### src/rtl/seq_shift_right.sv
// Multi-cycle right shifter. It moves the word one bit per clock and fills
// with zero (logical) or with the sign bit latched at accept (arithmetic).
// The control unit talks to it through start/busy/done. A shift amount of
// zero skips SHIFT and goes straight to DONE.
module seq_shift_right #(
    parameter int WIDTH = 16,
    parameter int SHW   = 4
) (
    input  logic             CLK,
    input  logic             RST_N,
    input  logic             start,
    input  logic [WIDTH-1:0] in,
    input  logic [SHW-1:0]   shamt,
    input  logic             arith,
    output logic             busy,
    output logic             done,
    output logic [WIDTH-1:0] out
);

    typedef enum logic [1:0] {
        IDLE  = 2'd0,
        SHIFT = 2'd1,
        DONE  = 2'd2
    } state_t;

    state_t           state_q;
    state_t           state_d;
    logic [WIDTH-1:0] data_q;
    logic [SHW-1:0]   cnt_q;
    logic             fill_q;
    logic [WIDTH-1:0] out_q;

    logic             accept;
    logic             last_step;
    logic [WIDTH-1:0] shifted;

    // A new request is taken only when no operation is in flight.
    assign accept    = start && (state_q == IDLE || state_q == DONE);
    assign last_step = (state_q == SHIFT) && (cnt_q == SHW'(1));
    assign shifted   = {fill_q, data_q[WIDTH-1:1]};

    // State register; reset abandons any operation in flight.
    always_ff @(posedge CLK or negedge RST_N) begin
        // NOTE: every register in an always_ff takes <= so that all flops
        // sample the values from before the edge, whatever order the
        // statements are written in.
        if (!RST_N) begin
            state_q <= IDLE;
        end else begin
            state_q <= state_d;
        end
    end

    // Next-state logic: accept from IDLE/DONE, count down in SHIFT.
    always_comb begin
        // NOTE: the default assigned first keeps every path driven, so
        // no latch can be inferred when a branch says nothing about state_d.
        state_d = state_q;
        case (state_q)
            IDLE, DONE: begin
                if (start) begin
                    state_d = (shamt == '0) ? DONE : SHIFT;
                end else begin
                    state_d = IDLE;
                end
            end
            SHIFT: begin
                if (cnt_q == SHW'(1)) begin
                    state_d = DONE;
                end
            end
            default: state_d = IDLE;
        endcase
    end

    // Datapath: capture the operand at accept, shift one bit per SHIFT
    // cycle, and write the result register only on the edge into DONE.
    always_ff @(posedge CLK or negedge RST_N) begin
        // NOTE: the datapath is only a handful of flops, so all of it is
        // reset. After an abandoned operation no stale data or count
        // survives.
        if (!RST_N) begin
            data_q <= '0;
            cnt_q  <= '0;
            fill_q <= 1'b0;
            out_q  <= '0;
        end else if (accept) begin
            data_q <= in;
            cnt_q  <= shamt;
            fill_q <= arith & in[WIDTH-1];
            if (shamt == '0) begin
                out_q <= in;
            end
        end else if (state_q == SHIFT) begin
            data_q <= shifted;
            cnt_q  <= cnt_q - SHW'(1);
            if (last_step) begin
                out_q <= shifted;
            end
        end
    end

    assign busy = (state_q == SHIFT);
    assign done = (state_q == DONE);
    assign out  = out_q;

endmodule
### config.mk
export PLATFORM = sky130hd
export DESIGN_NAME = seq_shift_right
export DESIGN_NICKNAME = d
export VERILOG_FILES = /design/src/rtl/seq_shift_right.sv
export SDC_FILE = /design/constraint.sdc
export NUM_CORES = 1
export LEC_CHECK = 0
export ABC_AREA = 1
export BUFFER_PORTS_ARGS = -buffer_cell sky130_fd_sc_hd__buf_2
export CAP_MARGIN = 20
export CORE_ASPECT_RATIO = 2
export CORE_MARGIN = 2
export CORE_UTILIZATION = 59
export CTS_BUF_LIST = sky130_fd_sc_hd__clkbuf_4
export DETAILED_ROUTE_END_ITERATION = 6
export PLACE_DENSITY = 0.83
export SYNTH_ARGS = -nofsm -noshare
export SYNTH_HDL_FRONTEND = slang
export SYNTH_SLANG_ARGS = --single-unit
### constraint.sdc
create_clock -name CLK -period 2.64 [get_ports CLK]
set_input_delay 0.264 -clock CLK [delete_from_list [all_inputs] [get_ports CLK]]
set_output_delay 0.264 -clock CLK [all_outputs]
set_load 0.1 [all_outputs]
; Word level (Yosys, flattened, before mapping)
; Cells that the tools add are included.
[totals]
word_cells = 33
latchBits = 0
regBits = 39
memories = 0
output_inout_bits = 18
mem_bits_rw = 0
romBits = 0
[classes]
mux = 12
reduce_logical = 9
div = 0
n_lt_le_gt_ge = 0
addsub = 1
multipliers = 0
n_eq_ne = 5
n_bitwise = 1
shifts = 0
[ops]
columns = operator, n
row1 = 2-to-1 mux 16 bit, 6
row2 = 2-to-1 mux 4 bit, 2
row3 = 2-to-1 mux 2 bit, 3
row4 = equality test 4 x 1 -> 1 bit (second input constant), 1
row5 = zero test 4 bit, 1
row6 = != test 2 x 1 -> 1 bit (second input constant), 2
row7 = one-hot mux 2 bit (2 select lines), 1
row8 = nonzero test 2 bit, 2
row9 = subtractor 4 x 1 -> 4 bit (second input constant), 1
row10 = AND reduction 3 bit, 1
row11 = equality test 2 x 1 -> 1 bit (second input constant), 1
row12 = equality test 2 bit (second input constant), 1
row13 = logical AND 1 bit, 2
row14 = zero test 2 bit, 1
row15 = OR reduction 2 bit, 1
row16 = bitwise AND 1 bit, 1
row17 = logical OR 1 bit, 1

; Longest topological paths before layout
[logic_depth]
depth_word = 5
mapped_depth = 7
ltp_nobuf = 6

; Least setup slack after synthesis
; Ideal clock, no wire load.
[synth_timing]
path_kind = flip-flop to output port
start = register state_q[1]
end = output port done
slack_ns = 0.628
t_arrival_ns = 1.748
required_ns = 2.376
stages_incl_launch_ff = 3
path_buffers = 0
cell_sequence = dfrtp_1 -> inv_1 -> nor2_1
[synth_between]
elab_chain_cells = 1
[synth_rtl]
columns = element, line_no
row1 = "start, declared", 26  ; state_t state_q;
row2 = "start signal, assigned", 50  ; state_q <= state_d;
row3 = equality test 2 bit, 104  ; assign done = (state_q == DONE);
row4 = "end, declared", 16  ; output logic done,
; Every way passes these cells.

; Worst setup path in the final report
[layout_timing]
start = register state_q[0]
end = register cnt_q[2]
[layout_between]
elab_chain_cells = 4
[layout_rtl]
columns = element, line_no
row1 = equality test 2 bit / zero test 2 bit (equally long branches), 38  ; assign accept = start && (state_q == IDLE || state_q == DONE);
row2 = logical OR 1 bit, 38
row3 = logical AND 1 bit, 38
row4 = 2-to-1 mux 4 bit / nonzero test 2 bit (equally long branches), n/a
row5 = "end signal, assigned", 89  ; cnt_q <= shamt;
row6 = "end signal, assigned", 96  ; cnt_q <= cnt_q - SHW'(1);
row7 = "end, declared", 29  ; logic [SHW-1:0] cnt_q;
; Parallel ways exist; a longest one is shown, timed or not.
; A chain may end at the register's enable or synchronous reset.

==> flow_summary.ini <==
[run_status]
status = finished with violations
violations = negative hold slack

[worst_setup_path]
required_ns = 2.87
crit_type = reg2reg
arrival_ns = 2.04
end_kind = register
crit_fanout = 25
worstSetupStartpointType = register

[sta]
fin_setup_tns_ns = 0
report.final.slew_viol_count = 0
fmax_mhz = 555
skew_ns = 0.0121
worstMarginPinSlew_ns = 0.823
rsz0062_at_grt = no
min_period_over_period = 0.683
hold_violations = 5
whs_ns = -0.00608
relSlewSlack = 0.452
fin_crit_ns = 1.80
setup_viol_count_final = 0

[synthesis]
netlist_instances = 227
ys_seq_area_frac = 0.524
synth-seq-cells = 38
synth_top_area_share = 0.524
synth_top_family_by_area = simple AND/OR/NAND/NOR gates
yosysTopAreaCell = dfrtp_1
yosys.area_share.simple = 0.346
synth_edf_count = 0
netlist_area_mm2 = 0.00181
syn_area_per_cell_um2 = 7.99
synth_flop_cell = dfrtp_1
synth.distinct_cells = 21
synthArstFlopShare = 1.00
synth_mux_area_frac = 0
synthTopCellsByArea = dfrtp_1 (52%), nand2_1 (23%), nand3_1 (5.5%)
synth_fa_ha_area_frac = 0.0138
synth_compound_area_frac = 0.0552
synth_xor_area_frac = 0.00483
syn-num-nets = 253
yosysWarnings = 0

[grt]
first_global_vias = 1550
grt_usage = 0.252
antenna_found_initial = 0
grt_pass1_wl_mm = 6.55
overflow = 0
grt_max_degree = 39

[final_layout]
synthToLayoutAreaGrowth_pct = 14.2
final_nets = 294
drive_gt1_frac = 0.219
layout_common_cells = nand2_1 (110), buf_2 (41), dfrtp_1 (38), nand3_1 (20), o21ai_0 (15)
fillers = 267
layout_commonest_cell = nand2_1
n_antenna_cell = 0

[clock_network]
cts.repair.resized = 0
cts_hold_buf = 0
cts_buffers = 5
cts.path.max_buffers = 2
path_clk_slew_ns = 0.11
post_cts_buffers = 0
root_buffer = clkbuf_4
insertion_delay_ns = 0.35
cts_tree = built
h-tree-depth = 2
cts.sinks = 38

[drt]
ant_nets = 0
wl_mm = 3.86
vias = 1581
first_pass_iters = 4
wl_per_cell_um = 12.9
drcViolationCount = 0
drtIter0Drc = 49
routed_via_density = 5.29

[job]
drv_cap = 0

[die]
num_rows = 28
boundaryPins = 42
die_width_um = 43.2
die-area_mm2 = 0.00356
start_util = 0.616
fp.dieH_um = 82.4
coreArea_mm2 = 0.00294

[hold_path]
min_path_type = in2async

[place]
hpwl_mm = 2.82
io_buffers = 41
finalWeightedCongestion = 0.882
==> cell usage after synthesis, types with 2 or more instances <==
master    number
buf_2          7
or2_2          2
nor2_1         5
nand3_1       20
nand2_2        2
inv_1         13
o21ai_0       15
nand2_1      110
dfrtp_1       38
o211ai_1       2
ha_1           2
a21oi_1        2
==> cells by family (layout without fill, tap and decap cells) <==
family | count (synthesis) | after routing
AOI/OAI and AO/OA | 19 | 19
and+or+nand+nor | 144 | 144
buffers and inverters | 23 | 65
DFF | 38 | 38
xor gates and xnor gates | 1 | 1
adders and majority gates | 2 | 2
==> metrics by stage <==
step / utilization / hold slack, ns / cells / area [um^2] / worst slack (ns)
after floorplan: - / -0.0316 / 227 / 1810 / 0.628
after global placement: 0.686 / 0.400 / 291 / 2020 / 0.909
after detailed placement: 0.686 / 0.419 / 291 / 2020 / 0.812
after CTS: 0.704 / 0.0159 / 299 / 2070 / 0.783
after global routing: 0.704 / 0.0564 / 299 / 2070 / 0.632
final: 0.704 / -0.00608 / 299 / 2070 / 0.838
==> critical path, cell delays in order (launching register included) <==
cell and delay, ns:
dfrtp_1 0.45, inv_2 0.13, nand2_2 0.17, nand2_2 0.37
clkinv_1 0.34, nand2_1 0.13, nand3_1 0.09
==> worst paths after layout <==
kind                       slack [ns]                    from  cells after the start                     to
max                              0.84  state_q[0]$_DFFE_PN0P_                      6   cnt_q[2]$_DFFE_PN0P_
min                            -0.006                   RST_N                      1     out[2]$_DFFE_PN0P_
max reg2reg                      0.84  state_q[0]$_DFFE_PN0P_                      6   cnt_q[2]$_DFFE_PN0P_
min reg2reg                      0.49   data_q[1]$_DFFE_PN0P_                      2  data_q[1]$_DFFE_PN0P_
max in group asynchronous        2.11                   RST_N                      1    out[10]$_DFFE_PN0P_
min in group CLK                 0.16                shamt[1]                      3   cnt_q[1]$_DFFE_PN0P_
==> layer usage <==
metal | GRT usage | part of all wire | up-vias
li1 | - | - | 793
met1 | 0.261 | 0.39 | 740
met2 | 0.449 | 0.54 | 37
met3 | 0.0565 | 0.033 | 11
met4 | 0.152 | 0.037 | 0
met5 | 0 | 0 | -
==> registers in the layout, summed over array words and instances, names as in the netlist <==
register	count
data_q	15
out	16
cnt_q	4
fill_q	1
state_q	2
==> layout make-up <==
class | instances | area (um^2) | share of cell area
sequential | 38 | 951 | 0.459
inverter | 15 | 56.3 | 0.0272
timing repair buffer | 42 | 213 | 0.103
clock buffer | 6 | 45.0 | 0.0217
clock inverter | 2 | 8.76 | 0.00423
tap | 30 | 37.5 | 0.0181
multi-input combinational | 166 | 761 | 0.367
Power is not shown: default switching activity piles up to over one toggle a cycle in this logic, so the estimate is an artifact.
